==> src/rtl/logica_miscare_fsm.sv <==
// logica_miscare_fsm
// Registered steering controller for the line-follower car.
// Line sensors are synchronised, then a state machine chooses motor
// directions and duty factors. A debounced finish-line detector counts
// laps and stops the car once the lap target of the latched circuit is met.
//
// Optional build macro: LOGICA_MISCARE_SOFT_START_EN
//   When defined, a ramp limits every duty output after a start from
//   IDLE, LOST or DONE, rising by DC_STEP per cycle up to DC_MAX.
//
// Ports:
//   clk                 system clock
//   rst_n               asynchronous active-low reset
//   senzori             line sensors (1 = black), bit 0 rightmost
//   circuit             00 endurance, 01 circuit 1, 10 circuit 2, 11 reserved
//   start               run request, level sampled
//   directie_driverA/B  10 forward, 01 reverse, 00 stop (A right, B left)
//   factor_dc_driverA/B duty compare values
//   semnal_dreapta/stanga  indicators (outer sensors, registered)
//   stop                brake light
//   count_ture          laps completed, saturating
//   gata                lap target reached
//
// state   | meaning
// IDLE    | waiting for start, motors off
// RUN     | centre sensor on the line, straight or correcting
// RECOVER | centre sensor lost, turning back towards the remembered side
// LOST    | recovery timed out, motors off until start
// DONE    | lap target reached, motors off until start

module logica_miscare_fsm #(
    parameter int NUM_SENZORI     = 5,
    parameter int DC_WIDTH        = 12,
    parameter int DC_MAX          = 4095,
    parameter int DC_TURN         = 2048,
    parameter int DEBOUNCE        = 4,
    parameter int TURE_CIRCUIT1   = 1,
    parameter int TURE_CIRCUIT2   = 10,
    parameter int RECOVER_TIMEOUT = 1000,
    parameter int DC_STEP         = 64
) (
    input  logic                   clk,
    input  logic                   rst_n,
    input  logic [NUM_SENZORI-1:0] senzori,
    input  logic [1:0]             circuit,
    input  logic                   start,
    output logic [1:0]             directie_driverA,
    output logic [1:0]             directie_driverB,
    output logic [DC_WIDTH-1:0]    factor_dc_driverA,
    output logic [DC_WIDTH-1:0]    factor_dc_driverB,
    output logic                   semnal_dreapta,
    output logic                   semnal_stanga,
    output logic                   stop,
    output logic [7:0]             count_ture,
    output logic                   gata
);

    localparam int C  = (NUM_SENZORI - 1) / 2;
    localparam int TW = $clog2(RECOVER_TIMEOUT + 1);
    localparam int DW = $clog2(DEBOUNCE + 1);

    localparam logic [DC_WIDTH-1:0] DUTY_MAX  = DC_WIDTH'(DC_MAX);
    localparam logic [DC_WIDTH-1:0] DUTY_TURN = DC_WIDTH'(DC_TURN);

    typedef enum logic [2:0] {
        IDLE    = 3'd0,
        RUN     = 3'd1,
        RECOVER = 3'd2,
        LOST    = 3'd3,
        DONE    = 3'd4
    } state_t;

    state_t state_q, state_d;

    logic [NUM_SENZORI-1:0] sync1, s;
    logic [1:0]             circ_r, circ_d;
    logic                   dreapta_q, dreapta_d;
    logic                   stanga_q, stanga_d;
    logic [TW-1:0]          tmo_q, tmo_d;
    logic [DW-1:0]          deb_q, deb_d;
    logic                   fin_q, fin_d;
    logic                   lap_rise, lap_inc, target_hit;
    logic [7:0]             cnt_d;
    logic                   gata_d;

    logic [1:0]             dir_a_d, dir_b_d;
    logic [DC_WIDTH-1:0]    duty_a_d, duty_b_d;
    logic [DC_WIDTH-1:0]    duty_a_o, duty_b_o;
    logic                   stop_d;

    always_ff @(posedge clk or negedge rst_n) begin
        if (!rst_n) begin
            sync1 <= '0;
            s     <= '0;
        end else begin
            sync1 <= senzori;
            s     <= sync1;
        end
    end

    always_comb begin
        state_d    = state_q;
        circ_d     = circ_r;
        dreapta_d  = dreapta_q;
        stanga_d   = stanga_q;
        tmo_d      = tmo_q;
        deb_d      = deb_q;
        fin_d      = fin_q;
        cnt_d      = count_ture;
        gata_d     = gata;
        lap_rise   = 1'b0;
        lap_inc    = 1'b0;
        target_hit = 1'b0;

        // Finish-line debounce: the same counter measures the hold time for
        // acceptance and the clear time for release.
        if (!fin_q) begin
            if (&s) begin
                if (deb_q == DW'(DEBOUNCE - 1)) begin
                    fin_d    = 1'b1;
                    deb_d    = '0;
                    lap_rise = 1'b1;
                end else begin
                    deb_d = deb_q + 1'b1;
                end
            end else begin
                deb_d = '0;
            end
        end else begin
            if (!(&s)) begin
                if (deb_q == DW'(DEBOUNCE - 1)) begin
                    fin_d = 1'b0;
                    deb_d = '0;
                end else begin
                    deb_d = deb_q + 1'b1;
                end
            end else begin
                deb_d = '0;
            end
        end

        lap_inc = lap_rise && (state_q == RUN || state_q == RECOVER);
        if (lap_inc && count_ture != 8'hFF)
            cnt_d = count_ture + 8'd1;
        target_hit = lap_inc &&
                     ((circ_r == 2'b01 && cnt_d == 8'(TURE_CIRCUIT1)) ||
                      (circ_r == 2'b10 && cnt_d == 8'(TURE_CIRCUIT2)));

        case (state_q)
            IDLE, DONE: begin
                if (start && circuit != 2'b11) begin
                    circ_d    = circuit;
                    cnt_d     = '0;
                    gata_d    = 1'b0;
                    dreapta_d = 1'b0;
                    stanga_d  = 1'b0;
                    tmo_d     = '0;
                    state_d   = RUN;
                end
            end
            RUN: begin
                if (s[C]) begin
                    if (s[C-1] == s[C+1]) begin
                        dreapta_d = 1'b0;
                        stanga_d  = 1'b0;
                    end else if (s[C-1]) begin
                        dreapta_d = 1'b1;
                        stanga_d  = 1'b0;
                    end else begin
                        dreapta_d = 1'b0;
                        stanga_d  = 1'b1;
                    end
                end else begin
                    // Only a one-sided inner reading changes the memory here;
                    // both inner sensors dark must keep the last known side.
                    if (s[C-1] && !s[C+1]) begin
                        dreapta_d = 1'b1;
                        stanga_d  = 1'b0;
                    end else if (s[C+1] && !s[C-1]) begin
                        dreapta_d = 1'b0;
                        stanga_d  = 1'b1;
                    end
                    tmo_d   = '0;
                    state_d = RECOVER;
                end
            end
            RECOVER: begin
                if (s[C-1] && !s[C+1]) begin
                    dreapta_d = 1'b1;
                    stanga_d  = 1'b0;
                end else if (s[C+1] && !s[C-1]) begin
                    dreapta_d = 1'b0;
                    stanga_d  = 1'b1;
                end
                if (s[C]) begin
                    tmo_d   = '0;
                    state_d = RUN;
                end else if (tmo_q == TW'(RECOVER_TIMEOUT - 1)) begin
                    tmo_d   = '0;
                    state_d = LOST;
                end else begin
                    tmo_d = tmo_q + 1'b1;
                end
            end
            LOST: begin
                if (start) begin
                    dreapta_d = 1'b0;
                    stanga_d  = 1'b0;
                    tmo_d     = '0;
                    state_d   = RUN;
                end
            end
            default: state_d = IDLE;
        endcase

        if (target_hit) begin
            state_d = DONE;
            gata_d  = 1'b1;
        end
    end

    // Outputs are derived from the state being entered so that the registered
    // outputs match the state on the same edge.
    always_comb begin
        dir_a_d  = 2'b00;
        dir_b_d  = 2'b00;
        duty_a_d = '0;
        duty_b_d = '0;
        stop_d   = 1'b1;
        case (state_d)
            RUN: begin
                dir_a_d = 2'b10;
                dir_b_d = 2'b10;
                stop_d  = 1'b0;
                if (s[C-1] == s[C+1]) begin
                    duty_a_d = DUTY_MAX;
                    duty_b_d = DUTY_MAX;
                end else if (s[C-1]) begin
                    duty_a_d = DUTY_TURN;
                    duty_b_d = DUTY_MAX;
                end else begin
                    duty_a_d = DUTY_MAX;
                    duty_b_d = DUTY_TURN;
                end
            end
            RECOVER: begin
                duty_a_d = DUTY_TURN;
                duty_b_d = DUTY_TURN;
                if (dreapta_d) begin
                    dir_a_d = 2'b01;
                    dir_b_d = 2'b10;
                end else if (stanga_d) begin
                    dir_a_d = 2'b10;
                    dir_b_d = 2'b01;
                end else begin
                    dir_a_d = 2'b10;
                    dir_b_d = 2'b10;
                end
            end
            default: ;
        endcase
    end

`ifdef LOGICA_MISCARE_SOFT_START_EN
    logic [DC_WIDTH-1:0] ramp_q, ramp_d;
    logic [DC_WIDTH:0]   ramp_sum;
    logic [DC_WIDTH:0]   ramp_first;
    logic                restart;

    always_comb begin
        restart    = (state_d == RUN) &&
                     (state_q == IDLE || state_q == LOST || state_q == DONE);
        ramp_sum   = {1'b0, ramp_q} + (DC_WIDTH + 1)'(DC_STEP);
        ramp_first = (DC_WIDTH + 1)'(DC_STEP);
        ramp_d     = '0;
        // The ramp starts one step up so the first running cycle already moves.
        if (restart)
            ramp_d = (ramp_first > {1'b0, DUTY_MAX}) ? DUTY_MAX : ramp_first[DC_WIDTH-1:0];
        else if (state_d == RUN || state_d == RECOVER)
            ramp_d = (ramp_sum > {1'b0, DUTY_MAX}) ? DUTY_MAX : ramp_sum[DC_WIDTH-1:0];
        duty_a_o = (duty_a_d < ramp_d) ? duty_a_d : ramp_d;
        duty_b_o = (duty_b_d < ramp_d) ? duty_b_d : ramp_d;
    end

    always_ff @(posedge clk or negedge rst_n) begin
        if (!rst_n) ramp_q <= '0;
        else        ramp_q <= ramp_d;
    end
`else
    always_comb begin
        duty_a_o = duty_a_d;
        duty_b_o = duty_b_d;
    end
`endif

    always_ff @(posedge clk or negedge rst_n) begin
        if (!rst_n) begin
            state_q           <= IDLE;
            circ_r            <= 2'b00;
            dreapta_q         <= 1'b0;
            stanga_q          <= 1'b0;
            tmo_q             <= '0;
            deb_q             <= '0;
            fin_q             <= 1'b0;
            count_ture        <= '0;
            gata              <= 1'b0;
            directie_driverA  <= 2'b00;
            directie_driverB  <= 2'b00;
            factor_dc_driverA <= '0;
            factor_dc_driverB <= '0;
            stop              <= 1'b1;
            semnal_dreapta    <= 1'b0;
            semnal_stanga     <= 1'b0;
        end else begin
            state_q           <= state_d;
            circ_r            <= circ_d;
            dreapta_q         <= dreapta_d;
            stanga_q          <= stanga_d;
            tmo_q             <= tmo_d;
            deb_q             <= deb_d;
            fin_q             <= fin_d;
            count_ture        <= cnt_d;
            gata              <= gata_d;
            directie_driverA  <= dir_a_d;
            directie_driverB  <= dir_b_d;
            factor_dc_driverA <= duty_a_o;
            factor_dc_driverB <= duty_b_o;
            stop              <= stop_d;
            semnal_dreapta    <= s[0];
            semnal_stanga     <= s[NUM_SENZORI-1];
        end
    end

endmodule

==> config.mk <==
export PLATFORM = sky130hd
export DESIGN_NAME = logica_miscare_fsm
export DESIGN_NICKNAME = d
export VERILOG_FILES = /design/src/rtl/logica_miscare_fsm.sv
export SDC_FILE = /design/constraint.sdc
export NUM_CORES = 1
export LEC_CHECK = 0
export BUFFER_PORTS_ARGS = -buffer_cell sky130_fd_sc_hd__buf_2
export CORE_MARGIN = 5
export CORE_UTILIZATION = 40
export DETAILED_ROUTE_END_ITERATION = 6
export PLACE_DENSITY_LB_ADDON = 0.05
export RECOVER_POWER = 50
export SYNTH_ARGS = -nofsm -noshare
export SYNTH_HDL_FRONTEND = slang
export SYNTH_SLANG_ARGS = --single-unit
==> constraint.sdc <==
create_clock -name clk -period 5.2 [get_ports clk]
set_input_delay 0.78 -clock clk [delete_from_list [all_inputs] [get_ports clk]]
set_output_delay 0.78 -clock clk [all_outputs]
set_load 0.01 [all_outputs]
* Word level (Yosys, flattened, before mapping)
Cells that the tools add are included.
Word-level totals: bits in registers 71, bits of input ports 10
Operators by class: $add $sub $neg 3, equal/unequal tests 18, muxes and demuxes 57, reductions and logical operators 21
Operators with widths (count):
- 10-bit 2-to-1 mux | 5
- 12-bit case mux with 2 select lines | 2
- 11-bit 2-to-1 mux | 4
- 10-bit case mux with 4 select lines | 1
- 3-bit 2-to-1 mux | 10
- 1-bit 2-to-1 mux | 24
- 8-bit 2-to-1 mux | 3
- 3-bit by 2-bit equality test with 1-bit output, second input constant | 4
- 3-bit case mux with 4 select lines | 1
- 10-bit by 1-bit adder with 10-bit output, second input constant | 1
- 10-bit equality test, second input constant | 1
- 8-bit by 1-bit adder with 8-bit output, second input constant | 1
- 8-bit by 1-bit equality test with 1-bit output, second input constant | 1
- 8-bit by 4-bit equality test with 1-bit output, second input constant | 1
- 1-bit logical AND | 8
- 2-bit != test, second input constant | 4
- 8-bit != test, second input constant | 1
- 1-bit case mux with 4 select lines | 2
- 2-bit case mux with 2 select lines | 2
- 3-bit by 1-bit equality test with 1-bit output, second input constant | 2
- 2-bit 2-to-1 mux | 3
- 5-bit AND reduction | 1
- 2-bit AND reduction | 2
- 4-bit AND reduction | 1
- other kinds (11) | 14

* Depth between registers and ports, before layout
Gate-level depths: netlist of run 1.
depth in word-level cells 14, mapped depth 7, gate-level depth less buffers 6

* Worst setup path after synthesis of run 1
No wires, ideal clock.
path type register to register, start point reg count_ture[0], end point reg directie_driverA[1], setup time 0.142 ns, arrival time 2.261 ns, data required time 5.058 ns, path slack 2.796 ns, stages on the path, launching flop included 7, path buffers 0, clock period less this slack 2.404 ns, path through dfrtp_1 -> ha_1 -> or4b_4 -> a21oi_2 -> o211ai_2 -> a2111oi_4 -> o22ai_1
Between the ends: cells in the longest elaborated chain, start to end 10
Ends and longest elaborated chain:
- start: declaration | line 54 | output logic [7:0] count_ture,
- start signal: assignment | line 322 | count_ture <= cnt_d;
- branches (longest 2 deep; another with 8-bit by 1-bit adder with 8-bit output)
- 8-bit 2-to-1 mux (*) | line 143 | if (lap_inc && count_ture != 8'hFF)
- 8-bit by 1-bit equality test with 1-bit output or 8-bit by 4-bit equality test with 1-bit output (tied branches) | line 146, 147
- 1-bit logical AND (on tied branches) | line 146, 147
- 1-bit logical OR (*) | line 146 | ((circ_r == 2'b01 && cnt_d == 8'(TURE_CIRCUIT1)) ||
- 1-bit logical AND (*) | line 145 | target_hit = lap_inc &&
- 3-bit 2-to-1 mux (*) | line 216 | if (target_hit) begin
- 3-bit by 2-bit equality test with 1-bit output or 3-bit by 1-bit equality test with 1-bit output (tied branches) | line 230 | case (state_d)
- 2-bit case mux with 2 select lines (*) | line 230
- net dir_a_d[1] | line 86 | logic [1:0] dir_a_d, dir_b_d;
- end signal: assignment | line 324 | directie_driverA <= dir_a_d;
- end: declaration | line 47 | output logic [1:0] directie_driverA,
Mark *: on every way through the listed nets, which the timed path passes. A chain may end at the register's enable or synchronous reset.

==> results.txt, run 1 <==
layout cell share with drive strength beyond 1 -> 24.1%
CP max stage delay -> 1870 ps
most used flip-flop cell after synthesis -> dfrtp_1
most numerous cell in the Yosys netlist -> dfrtp_1
Core Area -> 5920 um2
DR WL/cell -> 14.2 um
via/cell ratio -> 5.16
Placer Congestion -> 0.775
clock buffer depth -> 2
xor-xnor portion of the synthesized cell area -> 2.86%
Critical Path Slowest Stage Cell -> clkbuf_1
Reg-to-Reg Start -> count_ture[0]
family with the most delay on the worst path -> buffers and inverters
synthesized flop and latch total -> 50
Switching Share -> 35.6%
Final TNS setup -> 0 ps
post-synth cell types -> 51
Syn Area/Cell -> 10.3 um2
I/O Pins -> 50
Sink Count -> 50
combinational family with the most area after synthesis -> simple AND/OR/NAND/NOR gates
CTS buffer count -> 5
CTS resizes -> 0
Crit Path Max Fanout -> 50
leak pwr -> 1.31 nW
asr flop ratio synth -> 100%
antenna fix cells -> 0
DRT Wirelength -> 4.89 mm
# fillers -> 580
port bufs -> 49
Syn Std Cell Area -> 2450 um2
R2R cell count -> 6
post-detail-place hpwl -> 3.49 mm
worst path bufs/invs -> 2
Seq/Total Area, Yosys -> 51.1%
Power Dens Cells -> 431 nW/um2
Row Count -> 28
worst reg2reg path endpoint -> directie_driverA[1]
Adder-Cell Fraction of Synth Area -> 1.53%
Die ar. -> 7790 um2
Final Skew -> 6.02 ps
top-area cell type share of the netlist area -> 50.1%
CTS tree -> yes
die width -> 88.2 um
cells along the critical path -> buf_2 > clkbuf_1
mux cell area share after synthesis -> 0%
top cells by count, synth -> dfrtp_1, nand2_1, buf_4, nor2_1, o21ai_0
Clock power frac -> 22.8%
Initial Util -> 41.4%
total global-route track usage -> 13.5%
max-slew violation count -> 51
cells after synthesis -> 237
nets@finish -> 282
Int Power -> 0.757 mW
gr ovfl total -> 0
reg2reg setup slack -> 2630 ps
EDFF count, synth -> 0
clock-pin slew on the worst setup and hold paths -> 90 ps
Layout area overhead -> 11.3%
sequential share of power -> 42.8%
Startpoint Class -> input port
Hold/Removal Path Class -> reg2reg
Clock Tree Root -> clkbuf_8
global-route wire length before repair -> 8.29 mm
Die H -> 88.2 um
Post-Synth Simple-Gate Area -> 18.4%
RSZ-0062 raised after global routing -> no
Tcrit/Tclk final -> 56.0%
hold wc startpoint -> sync1[0]
Final ANT Viol Nets -> 0
critical path type -> in2async
number of antenna violations at the first check in global routing -> 0
via count -> 1,779
largest net degree at the start of global routing -> 51
Synth Net Count -> 250
NetSw -> 0.419 mW
hold endpoint -> s[0]
Synth area leaders -> dfrtp_1, buf_4, nand2_1
relative slew slack -> -77.3%
Worst-Skew Late Latency -> 290 ps
Setup crit end kind -> asynchronous set/reset pin
CP Data Required Time -> 5050 ps
post-synth top area cell -> dfrtp_1
CTS H-tree depth -> 2
Total Power -> 1.18 mW
compound-cell area share of the yosys netlist -> 17.4%
Data arrival, critical path -> 2760 ps
hold path cells -> 0
fmax -> 0.343 GHz
Period minus WS final -> 2910 ps
final setup vio count -> 0
drt initial violations -> 105
status -> finished with violations
# hold bufs at CTS -> 0
VDD IR max -> 0.218 mV
Comb pwr share -> 34.4%
yosys warns -> 0
DRT Pass-1 Iters -> 4
failing checks -> capacitance limit, slew limit
postcts setup bufs -> 0
final hold vios -> 0
max-cap viol count -> 1
worst slew pin tran -> 2660 ps
detailed-route DRC error count -> 0
vias in the first global route -> 1,664
-- layout make-up --
| cell class | instances | area [um2] | area share [%] |
|---|---|---|---|
| inverter | 9 | 33.8 | 1.24 |
| clock buffer | 7 | 76.3 | 2.80 |
| timing repair buffer | 51 | 254 | 9.32 |
| tap | 75 | 93.8 | 3.44 |
| multi-input combinational | 152 | 985 | 36.1 |
| sequential | 50 | 1250 | 46.0 |
| clock inverter | 1 | 30.0 | 1.10 |
-- how the worst max path moves through the flow --
stage	startpoint	to	slack (ps)	cells past startpoint
2_1_floorplan	count_ture[0]	directie_driverA[1]	2800	6
3_3_place_gp	count_ture[0]	directie_driverA[1]	2650	6
3_5_place_dp	count_ture[0]	directie_driverA[1]	2600	6
4_1_cts	count_ture[0]	directie_driverA[1]	2590	6
5_1_grt	rst_n	s[1]	1590	2
6_report	rst_n	tmo_q[5]	2290	2
-- metrics by stage --
stage | cell area (um2) | hold slack (ps) | cells | setup WS, ps | util [%]
after floorplan | 2450 | 331 | 237 | 2800 | -
after global placement | 2630 | 333 | 337 | 2650 | 44.3
after detailed placement | 2630 | 336 | 337 | 2600 | 44.3
after CTS | 2730 | 356 | 345 | 2590 | 46.1
after global routing | 2730 | 363 | 345 | 1590 | 46.0
final | 2730 | 353 | 345 | 2290 | 46.0
-- power by group through the flow --
stage	sequential, mW	combinational [mW]	clock (mW)
4_1_cts	0.507	0.412	0.277
2_1_floorplan	0.503	0.362	0
5_1_grt	0.518	0.449	0.296
6_report	0.503	0.404	0.268
3_5_place_dp	0.514	0.411	0
3_3_place_gp	0.513	0.413	0
-- routing by layer --
layer | GRT usage, % | wire length [um] | vias to the layer above
li1 | - | - | 884
met4 | 3.85 | 60 | 0
met3 | 3.17 | 342 | 4
met5 | 0 | 0 | -
met1 | 19.3 | 2280 | 841
met2 | 20.5 | 2210 | 50
-- cell families after synthesis --
logic type,after synthesis
fa+ha+maj,3
buf+inv,35
flops,50
simple gates,84
compound gates,57
xor+xnor,8
-- registers in the layout, indices dropped and copies added (netlist names), 2 cells and up, named ones only --
signal             cells
deb_q                  3
state_q                3
s                      5
circ_r                 2
directie_driverA       2
tmo_q                 10
sync1                  5
count_ture             8
directie_driverB       2
factor_dc_driverA      2
-- layout by cell type, fill, tap and decap left out, types with 4 or more instances in the layout --
master / n
xnor2_1: 6
a21oi_1: 6
nand2b_1: 4
clkbuf_1: 5
nand3_1: 6
nand2_1: 23
o21ai_0: 13
buf_2: 47
nor2_1: 13
o31ai_1: 9
nor3b_1: 5
nor3_1: 8
nor2b_1: 6
dfrtp_1: 49
inv_1: 9
clkbuf_8: 5
Note: power is estimated with default switching activity, not from simulation.
==> run 2: changes to the inputs <==
==> constraint.sdc (replaced) <==
create_clock -name clk -period 3 [get_ports clk]
set_input_delay 0.45 -clock clk [delete_from_list [all_inputs] [get_ports clk]]
set_output_delay 0.45 -clock clk [all_outputs]
set_load 0.01 [all_outputs]
==> results.txt, run 2 (synthesis results as in run 1) <==
status -> finished, final reports clean
fmax -> 0.387 GHz
CTS buffer count -> 5
max-cap viol count -> 0
worst reg2reg path endpoint -> directie_driverA[1]
layout cell share with drive strength beyond 1 -> 24.4%
CTS tree -> yes
clock-pin slew on the worst setup and hold paths -> 100 ps
R2R cell count -> 6
I/O Pins -> 50
Initial Util -> 41.4%
CP Data Required Time -> 3170 ps
Period minus WS final -> 2590 ps
leak pwr -> 1.31 nW
port bufs -> 49
Clock Tree Root -> clkbuf_8
Die H -> 88.2 um
global-route wire length before repair -> 8.47 mm
max reg flops -> 10
top flop regs -> tmo_q: 10 flops, count_ture: 8 flops
Setup crit start -> count_ture[0]
total global-route track usage -> 13.8%
cells along the critical path -> ha_1 > or4b_4 > a21oi_2 > o211ai_2 > a2111oi_4 > o22ai_1
clock buffer depth -> 2
Int Power -> 1.32 mW
Worst-Skew Late Latency -> 300 ps
final hold vios -> 0
CTS resizes -> 0
Die ar. -> 7790 um2
die width -> 88.2 um
Core Area -> 5920 um2
gr ovfl total -> 0
post-detail-place hpwl -> 3.58 mm
final instance area -> 2740 um2
Reg-to-Reg Start -> count_ture[0]
worst slew pin tran -> 1320 ps
number of antenna violations at the first check in global routing -> 0
RSZ-0062 raised after global routing -> no
Tcrit/Tclk final -> 86.2%
Comb pwr share -> 34.3%
sequential share of power -> 42.4%
DRT Pass-1 Iters -> 4
# hold bufs at CTS -> 0
detailed-route DRC error count -> 0
CTS H-tree depth -> 2
nets@finish -> 283
CP max stage delay -> 620 ps
DRT Wirelength -> 4.90 mm
vias in the first global route -> 1,743
Data arrival, critical path -> 2750 ps
Clock power frac -> 23.3%
# fillers -> 582
Final ANT Viol Nets -> 0
DR WL/cell -> 14.2 um
most common cell after layout, fill and taps aside -> dfrtp_1
Final TNS setup -> 0 ps
Placer Congestion -> 0.792
critical path type -> reg2reg
reg2reg setup slack -> 410 ps
most frequent cells in the layout -> dfrtp_1, buf_2, nand2_1
hold wc startpoint -> senzori[2]
placed instance area -> 2630 um2
drt initial violations -> 93
Top reg by flops -> tmo_q
VDD IR max -> 0.376 mV
hold endpoint -> sync1[2]
largest net degree at the start of global routing -> 27
Hold/Removal Path Class -> in2reg
postcts setup bufs -> 0
Row Count -> 28
Critical Path Slowest Stage Cell -> a2111oi_4
Crit Path Max Fanout -> 9
relative slew slack -> 12.0%
NetSw -> 0.741 mW
final setup vio count -> 0
via count -> 1,791
Layout area overhead -> 11.8%
via/cell ratio -> 5.18
antenna fix cells -> 0
max-slew violation count -> 0
Setup crit end kind -> flop
Switching Share -> 36.0%
Power Dens Cells -> 752 nW/um2
Startpoint Class -> flop
Final Skew -> 8.52 ps
hold path cells -> 1
Sink Count -> 50
run 2: cell type report:
class                   instances  area (um2)  share of cell area, %
flip-flops and latches         50        1250                   45.8
inverters                       9        33.8                   1.23
repair buffers                 52         259                   9.47
well taps                      75        93.8                   3.43
clock inverters                 3        43.8                   1.60
clock buffers                   5        68.8                   2.51
multi-input cells             152         985                   36.0
run 2: worst max path at each step:
stage	cells after the start	endpoint	slack [ps]
final	6	directie_driverA[1]	410
after global routing	6	directie_driverA[1]	240
after CTS	6	directie_driverA[1]	390
after detailed placement	6	directie_driverB[1]	410
after global placement	6	directie_driverA[1]	460
after floorplan	6	directie_driverA[1]	600
run 2: worst max-delay path, delay by kind of cell, from the launching register on:
kind	cells	cell delay, ps
fa+ha+maj	1	370
flops	1	480
simple gates	1	560
compound gates	4	1060
run 2: through the flow:
step | power, mW | std cells | utilization, % | worst slack, ps | hold WS [ps]
after global routing | 2.21 | 346 | 46.2 | 240 | 225
after global placement | 1.61 | 338 | 44.5 | 462 | 333
after CTS | 2.09 | 346 | 46.4 | 387 | 136
after detailed placement | 1.60 | 338 | 44.5 | 405 | 335
final | 2.06 | 346 | 46.2 | 413 | 245
after floorplan | 1.50 | 237 | - | 596 | 154
run 2: power groups by stage:
stage	logic, mW	clock network (mW)	registers (mW)
finish	0.707	0.479	0.872
global route	0.792	0.525	0.892
CTS	0.721	0.498	0.873
detailed placement	0.719	0	0.886
global placement	0.721	0	0.887
floorplan	0.628	0	0.872
run 2: layer usage:
layer / vias up / share of wire (%) / global-route usage, %
met5: - / 0 / 0
met4: 0 / 1.8 / 5.22
met3: 8 / 5.8 / 2.89
met2: 46 / 45 / 21.1
met1: 854 / 47 / 19.3
li1: 883 / - / -
==> run 3: changes to the inputs <==
--- a/config.mk
+++ b/config.mk
@@ -8,9 +8,11 @@
 export BUFFER_PORTS_ARGS = -buffer_cell sky130_fd_sc_hd__buf_2
 export CORE_MARGIN = 5
 export CORE_UTILIZATION = 40
+export CTS_BUF_LIST = sky130_fd_sc_hd__clkbuf_2
 export DETAILED_ROUTE_END_ITERATION = 6
 export PLACE_DENSITY_LB_ADDON = 0.05
 export RECOVER_POWER = 50
+export SKIP_LAST_GASP = 1
 export SYNTH_ARGS = -nofsm -noshare
 export SYNTH_HDL_FRONTEND = slang
 export SYNTH_SLANG_ARGS = --single-unit
==> results.txt, run 3 (synthesis results as in run 1) <==
status -> finished, final reports clean
Clock Tree Root -> clkbuf_2
detailed-route DRC error count -> 0
placed cells -> 338
final setup vio count -> 0
Fin Hold WS -> 105 ps
hold endpoint -> sync1[2]
Die H -> 88.2 um
RSZ-0062 raised after global routing -> no
number of antenna violations at the first check in global routing -> 0
Sink Count -> 50
fin cells -> 347
I/O Pins -> 50
global-route wire length before repair -> 8.44 mm
DRT Wirelength -> 4.90 mm
placed instance area -> 2630 um2
via count -> 1,779
Tcrit/Tclk final -> 87.4%
reg2reg setup slack -> 380 ps
layout cell share with drive strength beyond 1 -> 25.0%
gr ovfl total -> 0
family with the most delay on the worst path -> compound AO/OA/AOI/OAI gates
worst slew pin tran -> 1330 ps
Worst-Skew Late Latency -> 430 ps
die width -> 88.2 um
cells along the critical path -> ha_1 > or4b_4 > a21oi_2 > o211ai_2 > a2111oi_4 > o22ai_1
post-detail-place hpwl -> 3.58 mm
most common cell after layout, fill and taps aside -> dfrtp_1
CTS buffer count -> 5
max reg flops -> 10
vias in the first global route -> 1,721
Setup crit end kind -> flop
R2R cell count -> 6
Placer Congestion -> 0.792
leak pwr -> 1.31 nW
Row Count -> 28
final hold vios -> 0
max-slew violation count -> 0
Reg-to-Reg Start -> count_ture[0]
clock-pin slew on the worst setup and hold paths -> 280 ps
Final Skew -> 17.8 ps
max-cap viol count -> 0
nets@finish -> 284
port bufs -> 49
Data arrival, critical path -> 2940 ps
Hold/Removal Path Class -> in2reg
Final ANT Viol Nets -> 0
CTS H-tree depth -> 2
DR WL/cell -> 14.1 um
Startpoint Class -> flop
Die ar. -> 7790 um2
Final TNS setup -> 0 ps
final instance area -> 2700 um2
via/cell ratio -> 5.13
DRT Pass-1 Iters -> 4
largest net degree at the start of global routing -> 27
hold path cells -> 1
total global-route track usage -> 13.6%
CP Data Required Time -> 3320 ps
Power Dens Cells -> 721 nW/um2
worst reg2reg path endpoint -> directie_driverA[1]
drt initial violations -> 102
worst path bufs/invs -> 0
antenna fix cells -> 0
CP max stage delay -> 620 ps
Crit Path Max Fanout -> 9
Period minus WS final -> 2620 ps
top flop regs -> tmo_q: 10 flops, count_ture: 8 flops
Top reg by flops -> tmo_q
critical path type -> reg2reg
Initial Util -> 41.4%
hold wc startpoint -> senzori[2]
Layout area overhead -> 10.4%
most frequent cells in the layout -> dfrtp_1, buf_2, nand2_1
VDD IR max -> 0.343 mV
clock buffer depth -> 2
# hold bufs at CTS -> 1
Critical Path Slowest Stage Cell -> a2111oi_4
relative slew slack -> 11.5%
CTS tree -> yes
CTS resizes -> 0
Core Area -> 5920 um2
postcts setup bufs -> 0
fmax -> 0.381 GHz
## run 3: cell types whose count changed in the layout (fill, tap and decap cells not counted)
cell,delta
clkbuf_1,-2
buf_4,-1
buf_2,+3
dlygate4sd3_1,+1
clkbuf_8,-5
clkbuf_2,+5
## run 3: final cells by class
type                            instances  area [um2]
Clock buffer                            5        25.0
Clock inverter                          3        43.8
Fill cell                             582        3220
Inverter                                9        33.8
Multi-Input combinational cell        152         985
Sequential cell                        50        1250
Tap cell                               75        93.8
Timing Repair Buffer                   53         269
## run 3: how the worst max path moves through the flow
| stage | start | endpoint | cells past startpoint |
|---|---|---|---|
| 3_3_place_gp | count_ture[0] | directie_driverA[1] | 6 |
| 5_1_grt | count_ture[0] | directie_driverA[1] | 6 |
| 6_report | count_ture[0] | directie_driverA[1] | 6 |
| 4_1_cts | count_ture[0] | directie_driverA[1] | 6 |
| 2_1_floorplan | count_ture[0] | directie_driverA[1] | 6 |
| 3_5_place_dp | count_ture[0] | directie_driverB[1] | 6 |
## run 3: power by group
group,switching [mW],internal (mW),total [mW],leakage (nW)
logic,0.416,0.291,0.707,0.611
registers,0.0981,0.774,0.872,0.652
clock network,0.227,0.143,0.369,0.0433
total,0.741,1.21,1.95,1.31
## run 3: metal layers
metal  track usage, %  wire [um]
met1             19.5       2350
met2             20.7       2240
met3             2.89        286
met4             4.40         29
met5                0          0
## run 3: worst register-to-register path: stages (launching register included)
cell and delay, ps:
dfrtp_1 530, ha_1 370, or4b_4 560, a21oi_2 160, o211ai_2 110, a2111oi_4 620, o22ai_1 170
## run 3: stage by stage
| step | total power [mW] | util, % | setup slack (ps) |
|---|---|---|---|
| after CTS | 1.98 | 45.8 | 379 |
| after floorplan | 1.50 | - | 596 |
| after global placement | 1.61 | 44.5 | 462 |
| final | 1.95 | 45.6 | 378 |
| after detailed placement | 1.60 | 44.5 | 405 |
| after global routing | 2.09 | 45.6 | 213 |
